--- config.mk ---
export PLATFORM = sky130hd
export DESIGN_NAME = divider_bank
export DESIGN_NICKNAME = d
export VERILOG_FILES = /design/src/rtl/divider_bank.sv
export SDC_FILE = /design/constraint.sdc
export NUM_CORES = 1
export LEC_CHECK = 0
export BUFFER_PORTS_ARGS = -buffer_cell sky130_fd_sc_hd__buf_2
export CAP_MARGIN = 25
export CORE_MARGIN = 3
export CORE_UTILIZATION = 55
export CTS_BUF_LIST = sky130_fd_sc_hd__clkbuf_4 sky130_fd_sc_hd__clkbuf_8
export CTS_CLUSTER_DIAMETER = 120
export DETAILED_ROUTE_END_ITERATION = 8
export HOLD_SLACK_MARGIN = 0.12
export PLACE_DENSITY = 0.74
export SYNTH_ARGS = -nofsm -noshare
export SYNTH_HDL_FRONTEND = slang
export SYNTH_SLANG_ARGS = --single-unit
export TNS_END_PERCENT = 5
--- constraint.sdc ---
create_clock -name clk -period 4.4 [get_ports clk]
set_input_delay 0 -clock clk [delete_from_list [all_inputs] [get_ports clk]]
set_output_delay 0 -clock clk [all_outputs]
set_load 0.05 [all_outputs]
--- src/rtl/divider_bank.sv ---
// divider_bank: NUM_CH programmable dividers, each producing a one-cycle tick and a 50%-duty clock.
// Define DIVBANK_SYNC_EN to add the global phase-align input `sync`.
module divider_bank #(
  parameter int NUM_CH      = 4,
  parameter int CNT_W       = 32,
  parameter int DEFAULT_DIV = 25_000_000,
  parameter int CH_W        = 2
) (
  input  logic              clk,
  input  logic              rst,
  input  logic [NUM_CH-1:0] en,
  input  logic              wr_en,
  input  logic [CH_W-1:0]   wr_ch,
  input  logic [CNT_W-1:0]  wr_data,
`ifdef DIVBANK_SYNC_EN
  input  logic              sync,
`endif
  output logic [NUM_CH-1:0] tick,
  output logic [NUM_CH-1:0] clk_out
);

  logic [CNT_W-1:0]  period [NUM_CH];
  logic [CNT_W-1:0]  cnt    [NUM_CH];
  logic [NUM_CH-1:0] wr_sel;
  logic              sync_hit;

`ifdef DIVBANK_SYNC_EN
  assign sync_hit = sync;
`else
  assign sync_hit = 1'b0;
`endif

  // Decode the write target; an out-of-range wr_ch matches no channel and is dropped.
  always_comb begin
    wr_sel = '0;
    for (int c = 0; c < NUM_CH; c++) begin
      if (wr_en && (int'(wr_ch) == c)) begin
        wr_sel[c] = 1'b1;
      end else begin
        wr_sel[c] = 1'b0;
      end
    end
  end

  // Per-channel period, counter, tick and divided clock; priority rst > sync > write > count.
  always_ff @(posedge clk) begin
    for (int c = 0; c < NUM_CH; c++) begin
      if (rst) begin
        period[c]  <= CNT_W'(DEFAULT_DIV);
        cnt[c]     <= '0;
        tick[c]    <= 1'b0;
        clk_out[c] <= 1'b0;
      end else if (sync_hit) begin
        if (wr_sel[c]) begin
          period[c] <= wr_data;
        end else begin
          period[c] <= period[c];
        end
        cnt[c]     <= '0;
        tick[c]    <= 1'b0;
        clk_out[c] <= 1'b0;
      end else if (wr_sel[c]) begin
        // A write on the terminal-count cycle suppresses that tick and toggle.
        period[c] <= wr_data;
        cnt[c]    <= '0;
        tick[c]   <= 1'b0;
      end else if (period[c] == '0) begin
        cnt[c]  <= '0;
        tick[c] <= 1'b0;
      end else if (!en[c]) begin
        tick[c] <= 1'b0;
      end else if (cnt[c] == (period[c] - CNT_W'(1))) begin
        cnt[c]     <= '0;
        tick[c]    <= 1'b1;
        clk_out[c] <= ~clk_out[c];
      end else begin
        cnt[c]  <= cnt[c] + CNT_W'(1);
        tick[c] <= 1'b0;
      end
    end
  end

endmodule

==> results of run 1 <==
-- registers in the layout, indices dropped and copies added, names as in the netlist --
register and flops:
tick 4, clk_out 4, period 128, cnt 128
-- power groups by stage --
stage	combinational (mW)	clock (mW)	sequential [mW]
final	0.800	2.01	3.22
after detailed placement	0.761	0	3.25
after global routing	0.881	2.17	3.25
after floorplan	0.606	0	3.15
after CTS	0.793	2.07	3.21
after global placement	0.735	0	3.25
-- worst reg2reg max path: stages (launching register included) --
cell	delay, ns
edfxtp_1	0.44
inv_1	0.09
ha_1	0.28
or4b_2	0.68
or4b_1	0.66
nor4_1	0.33
o22ai_1	0.14
nor4_1	0.34
nand4_1	0.19
nor4b_4	0.34
buf_12	0.22
nor3_1	0.09
-- logic make-up (layout without fill, tap and decap cells) --
kind of cell	Yosys count	count (layout)	synth area share
simple gates	937	937	0.301
flops	264	264	0.458
xor+xnor	260	260	0.134
compound gates	167	167	0.0692
buf+inv	102	223	0.0258
mux	11	11	0.00678
fa+ha+maj	8	8	0.00584
-- worst paths after layout --
kind | depth (start not counted) | from | end | slack [ns]
max | 11 | period[3][0] | cnt[3][25] | 0.34
min | 3 | wr_data[12] | period[1][12] | 0.37
max reg2reg | 11 | period[3][0] | cnt[3][25] | 0.34
min reg2reg | 2 | clk_out[2] | clk_out[2] | 0.49
-- stage by stage --
stage                     hold slack (ns)  power [mW]
after global routing                0.358        6.29
final                               0.369        6.03
after floorplan                     0.178        3.76
after detailed placement            0.372        4.01
after CTS                           0.332        6.07
after global placement              0.374        3.98
-- per-layer routing --
metal  vias up  share of wire
met2       470           0.45
met5         -        0.00087
met3       100          0.060
met1      6586           0.45
met4         6          0.043
li1       6678              -
-- cells in the final DEF, fill, tap and decap left out, drive strengths merged, types with 7 or more instances in the layout --
cell type	Yosys	final
a211oi	12	12
a21oi	22	22
a31oi	12	12
and2	90	90
and3	32	32
and3b	7	7
and4	12	12
buf	17	78
clkbuf	56	56
clkinv	0	17
dfxtp	8	8
dlygate4sd3	0	43
edfxtp	256	256
ha	8	8
inv	29	29
nand2	111	111
nand2b	20	20
nand3	84	84
nand3b	11	11
nand4	42	42
nand4b	14	14
nor2	179	179
nor2b	14	14
nor3	119	119
nor3b	9	9
nor4	45	45
nor4b	10	10
o211ai	11	11
o21ai	25	25
o22ai	7	7
o31ai	15	15
or2	16	16
or3	75	75
or4	30	30
or4b	11	11
xnor2	159	159
xor2	100	100
-- timing repair --
item / CTS / global route
hold buffers: 43 / 0
endpoints found under the hold margin: 160 / 0
resized for setup: 0 / 0
setup endpoints to repair: 0 / 0
-- area by class of cell --
type	count	area share
clock buffers	56	0.0369
clock inverters	17	0.00375
inverters	29	0.00572
well taps	396	0.0261
repair buffers	121	0.0490
multi-input cells	1383	0.466
flip-flops and latches	264	0.413
==> results by group, run 1 <==
Outcome
  • Status: complete, no violations

STA
  • Fin crit period: 4.06 ns
  • Setup Viol. Count Final: 0
  • Least-Margin Pin Slew: 1.01 ns
  • Fin crit share: 0.922
  • Slew Viols, Final: 0
  • Max Freq: 0.247 GHz
  • RSZ-0062 raised after global routing: no
  • Worst setup margin: 0.344 ns
  • Hold violation total from the final report: 0
  • Clk_skew: 0.0163 ns
  • Worst slew margin: 0.322
  • Setup tns final: 0 ns

Power
  • Net switching power: 1.69 mW
  • Switching portion of total power: 0.280
  • Combinational fraction of design power: 0.133
  • Peak supply drop: 0.000196 V
  • Int Pwr: 4.34 mW
  • P_leak: 6.26 nW
  • Clock share of power: 0.334
  • Flop pwr share: 0.534
  • PwrDens: 317 nW/um^2

Die
  • Row count: 64
  • Die Span Y: 183 um
  • Number of I/O pins: 49
  • Initial core utilization: 0.559
  • Die width: 183 um
  • Die area: 33300 um^2
  • Core ar.: 30700 um^2

Final layout
  • Register area: 7850 um^2
  • Synth-to-layout area growth: 10.9%
  • FILL cells: 2589
  • Area of the multi-input gates: 8860 um^2
  • Post-route insts no fill: 2266
  • Final nets: 1891
  • Layout cells sized above 1: 0.0963
  • Antenna Cells: 0
  • Fin util: 0.620
  • Final Cell Area: 19000 um^2

Drt
  • 1st-iter DRT viols: 1192
  • ANT nets after route: 0
  • Final WL: 42700 um
  • DRC: 0
  • Drt pass-1 iters: 5
  • Avg WL per Cell: 18.9 um
  • Vias after detailed routing: 13800
  • Post-DR vias/cell: 6.11

Synth
  • Synth Register Bits: 264
  • Post-Syn Instances: 1749
  • Top FF cell, synth: edfxtp_1
  • Leading cell type by number of instances after synthesis: edfxtp_1
  • Sequential area share after synthesis: 0.458
  • Post-synth EDFFs: 256
  • Post-synthesis cell type count: 80
  • Post-synth top area share: 0.448
  • Ranking of synthesized cells by area: edfxtp_1 45%, xnor2_1 8.1%, xor2_1 5.1%
  • Post-synthesis async set-or-reset flop share: 0
  • Synth warnings: 0
  • Post-synth top area cell: edfxtp_1
  • Syn Area/Cell: 9.81 um^2
  • Post-synth top cells: 256 x edfxtp_1, 179 x nor2_1, 159 x xnor2_1, 119 x nor3_1, 111 x nand2_1
  • Mapped Area: 17200 um^2
  • Syn nets: 1798

Global route
  • Busiest grt layer: met2
  • Grt total ovfl: 0
  • Initial antenna violation count: 3
  • GRT met3 Usage: 0.0341
  • Gr usage total: 0.255
  • Wire length of the first global-routing pass: 68700 um
  • M1 GR Usage: 0.364
  • Met2 usage: 0.394
  • Vias in the first global route: 13000
  • Pin count of the biggest net entering global routing: 35

CTS
  • CTS Buf Count: 43
  • Root Driver: clkbuf_8
  • CTS H-tree depth: 2
  • CTS clk-pin slew, worst paths: 0.07 ns
  • Worst skew pair latency: 0.56 ns
  • Setup Buffers After CTS: 0
  • CTS max path bufs: 3
  • Clock sinks: 264
  • CTS tree: yes

Placement
  • Placed instance area: 17800 um^2
  • Detailed placer's ending HPWL: 30300 um
  • Dpl ws: 0.419 ns
  • Port Buffers: 48
  • # placed instances: 2148
  • RD Place Congestion: 0.928

Critical path
  • Crit path launch type: flop
  • Crit path largest cell delay: 0.68 ns
  • Worst path cell trace: inv_1 -> ha_1 -> or4b_2 -> or4b_1 -> nor4_1 -> o22ai_1 -> nor4_1 -> nand4_1 -> nor4b_4 -> buf_12 -> nor3_1
  • Top cell family by delay on the critical path: simple AND/OR/NAND/NOR gates
  • Most used cell along the critical path: nor4_1
  • WS Path Type: flop to flop
  • Slowest CP cell: or4b_2
  • Critical Path End Type: flop
  • WP buf/inv: 2
  • Critical path peak fanout: 32
  • Critical Path RT: 4.69 ns
  • CP arrival: 4.35 ns

Hold path
  • Min-delay worst type: input pin to flop

Job
  • Total of max-cap violations: 0
(Power assumes the default switching activity.)
==> run 2: changes to the inputs <==
- ABC_AREA: default -> 1
==> run 2 against run 1 <==
Against the previous run:
- sequential share of layout area fell by 2.7 points
- critical path depth grew 4
- first-iteration DRC count is 13% higher
- global-route usage increased by 2.6 points
- clock skew increased by 0.0038 ns
- design area rose by 6.9%
- register-to-register slack improved by 0.92 ns
- die area is 6.3% higher
- sequential cell count unchanged
- power up 7.5%
- via count rose by 14%
- wire length is 17% higher
- critical endpoint is now cnt[0][29]
- largest cell class unchanged
- largest power group unchanged
==> results by group, run 2 <==
Outcome
  • Status: complete, no violations

CTS
  • CTS Buf Count: 46 (+7.0%)
  • Post_cts resized: 0 (unchanged)
  • Clock sinks: 264 (unchanged)
  • Root Driver: clkbuf_8
  • CTS H-tree depth: 2 (unchanged)
  • CTS clk-pin slew, worst paths: 0.06 ns (about the same)
  • CTS max path bufs: 3 (unchanged)
  • Setup Buffers After CTS: 0 (unchanged)
  • CTS tree: yes
  • Worst skew pair latency: 0.62 ns (+0.06 ns)

Global route
  • Initial antenna violation count: 0 (-3)
  • Vias in the first global route: 15100 (+17%)
  • Gr usage total: 0.281 (+0.0259)
  • Grt total ovfl: 0 (unchanged)
  • Pin count of the biggest net entering global routing: 35 (unchanged)
  • Wire length of the first global-routing pass: 79000 um (+15%)

Final layout
  • Layout cells sized above 1: 0.0899 (-0.00634)
  • Commonest non-fill, non-tap cell in the layout: nand2_1
  • Top flop regs: cnt: 128 flops, period: 128 flops
  • Synth-to-layout area growth: 11.3%
  • FILL cells: 2900 (+12%)
  • Final nets: 2571 (+36%)
  • Final Cell Area: 20300 um^2 (+6.9%)
  • Fin util: 0.623 (+0.00306)
  • Most frequent cells in the layout: 577 x nand2_1, 535 x nor2_1, 338 x inv_1

Critical path
  • CP Depth: 15 (+4)
  • WP buf/inv: 1 (-1)
  • Top cell family by delay on the critical path: simple AND/OR/NAND/NOR gates
  • Critical Path End Type: flop
  • Crit path largest cell delay: 0.53 ns (-0.15 ns)
  • Worst path cell trace: inv_1 -> ha_1 -> nand2_1 -> nor2_1 -> nand2_1 -> o21bai_1 -> nand3_1 -> nor2_1 -> nand3_1 -> nor2_1 -> nand2_1 -> nor2_2 -> nand2_1 -> nand2_2 -> nor2_1
  • Reg2Reg Depth: 15 (+4)
  • CP arrival: 3.47 ns (-0.88 ns)
  • Crit path launch type: flop
  • Slowest CP cell: nand2_2
  • Critical Path RT: 4.73 ns (+0.04 ns)
  • WS Path Type: flop to flop
  • Critical path peak fanout: 31 (-3.1%)

Placement
  • Detailed placer's ending HPWL: 37800 um (+25%)
  • Dpl ws: 1.29 ns (+0.872 ns)
  • Port Buffers: 48 (unchanged)
  • Placed instance area: 18900 um^2 (+6.4%)
  • RD Place Congestion: 0.990 (+6.7%)

Synth
  • Post-synth top area cell: edfxtp_1
  • Post-synth top cells: 577 x nand2_1, 535 x nor2_1, 338 x inv_1, 256 x edfxtp_1, 162 x xor2_1
  • Syn Area/Cell: 7.60 um^2 (-22%)
  • Post-Syn Instances: 2403 (+37%)
  • Synth warnings: 0 (unchanged)
  • Ranking of synthesized cells by area: edfxtp_1 42%, nand2_1 12%, nor2_1 11%
  • Syn nets: 2452 (+36%)
  • Post-synthesis async set-or-reset flop share: 0 (unchanged)
  • Post-synthesis cell type count: 43 (-46%)
  • Post-synth top area share: 0.421 (-0.0275)
  • Synth Register Bits: 264 (unchanged)
  • Post-synth EDFFs: 256 (unchanged)
  • Top FF cell, synth: edfxtp_1
  • Leading cell type by number of instances after synthesis: nand2_1
  • Mapped Area: 18300 um^2 (+6.5%)
  • Sequential area share after synthesis: 0.430 (-0.0280)

Die
  • Initial core utilization: 0.560 (+0.000912)
  • Row count: 66 (+3.1%)
  • Core ar.: 32600 um^2 (+6.4%)
  • Number of I/O pins: 49 (unchanged)
  • Die area: 35400 um^2 (+6.3%)
  • Die width: 188 um (+3.1%)
  • Die Span Y: 188 um (+3.1%)

Drt
  • 1st-iter DRT viols: 1346 (+13%)
  • Post-DR vias/cell: 5.28 (-14%)
  • Final WL: 49800 um (+17%)
  • Vias after detailed routing: 15800 (+14%)
  • ANT nets after route: 0 (unchanged)
  • Avg WL per Cell: 16.6 um (-12%)
  • Drt pass-1 iters: 6 (+1)
  • DRC: 0 (unchanged)

STA
  • Hold violation total from the final report: 0 (unchanged)
  • Slew Viols, Final: 0 (unchanged)
  • Least-Margin Pin Slew: 0.844 ns (-0.168 ns)
  • Fin crit share: 0.713 (-0.209)
  • Fin crit period: 3.14 ns (-0.919 ns)
  • Setup Viol. Count Final: 0 (unchanged)
  • Final hold slack: 0.341 ns (-0.0282 ns)
  • Setup tns final: 0 ns (unchanged)
  • RSZ-0062 raised after global routing: no
  • Worst setup margin: 1.26 ns (+0.919 ns)
  • Clk_skew: 0.0201 ns (+0.00377 ns)
  • Max Freq: 0.319 GHz (+29%)
  • Worst slew margin: 0.435 (+0.113)

Hold path
  • Hold Path Stages: 4 (+1)
  • Min-delay worst type: input pin to flop

Power
  • P_leak: 8.40 nW (+34%)
  • PwrDens: 319 nW/um^2 (+0.56%)
  • Peak supply drop: 0.000270 V (+38%)

Job
  • Total of max-cap violations: 0 (unchanged)
[run 2: area by class of cell]
| type | instances | area (um^2) | area share |
|---|---|---|---|
| multi-input combinational | 1768 | 8930 | 0.439 |
| clock buffer | 59 | 737 | 0.0363 |
| antenna | 1 | 2.50 | 0.000123 |
| timing repair buffer | 103 | 786 | 0.0387 |
| sequential | 264 | 7850 | 0.386 |
| inverter | 339 | 1270 | 0.0626 |
| tap | 442 | 553 | 0.0272 |
| clock inverter | 25 | 200 | 0.00985 |
[run 2: cells by family (layout without fill, tap and decap cells)]
logic type      count (synthesis)  in the layout  share of synthesized area
buf+inv                       371            526                     0.0818
other cells                     0              1                          0
xor+xnor                      224            224                      0.108
compound gates                 58             58                     0.0192
fa+ha+maj                       8              8                    0.00548
flops                         264            264                      0.430
simple gates                 1478           1478                      0.356
[run 2: per-stage QoR]
step / power (mW) / std cells
6_report: 6.48 / 3001
2_1_floorplan: 3.82 / 2403
3_5_place_dp: 4.11 / 2871
5_1_grt: 6.78 / 3000
4_1_cts: 6.51 / 3000
3_3_place_gp: 4.09 / 2870
[run 2: final timing paths]
| kind | startpoint | to | slack (ns) |
|---|---|---|---|
| worst max-delay path | period[0][0] | cnt[0][29] | 1.26 |
| worst min-delay path | wr_data[18] | period[1][18] | 0.34 |
| worst max register to register | period[0][0] | cnt[0][29] | 1.26 |
| worst min register to register | clk_out[2] | clk_out[2] | 0.54 |
[run 2: where the power goes]
part	internal (mW)	switching, mW	leakage [nW]
clock network	1.28	1.09	0.497
logic	0.334	0.577	5.15
registers	2.95	0.247	2.76
[run 2: what timing repair did]
item,in CTS,in global routing
endpoints found under the setup margin,0,0
hold buffers,45,0
hold endpoints to repair,265,0
[run 2: routing by layer]
layer | wire (um) | track usage | vias up
li1 | - | - | 7859
met5 | 0 | 0 | -
met4 | 2150 | 0.128 | 0
met3 | 3530 | 0.0432 | 137
met2 | 22600 | 0.450 | 613
met1 | 21500 | 0.379 | 7224
[run 2: worst register-to-register path, cell delays in order (launching register included)]
cell and delay [ns]:
edfxtp_1 0.43, inv_1 0.12, ha_1 0.24, nand2_1 0.10, nor2_1 0.17, nand2_1 0.14
o21bai_1 0.27, nand3_1 0.11, nor2_1 0.12, nand3_1 0.10, nor2_1 0.11, nand2_1 0.07
nor2_2 0.12, nand2_1 0.09, nand2_2 0.53, nor2_1 0.13
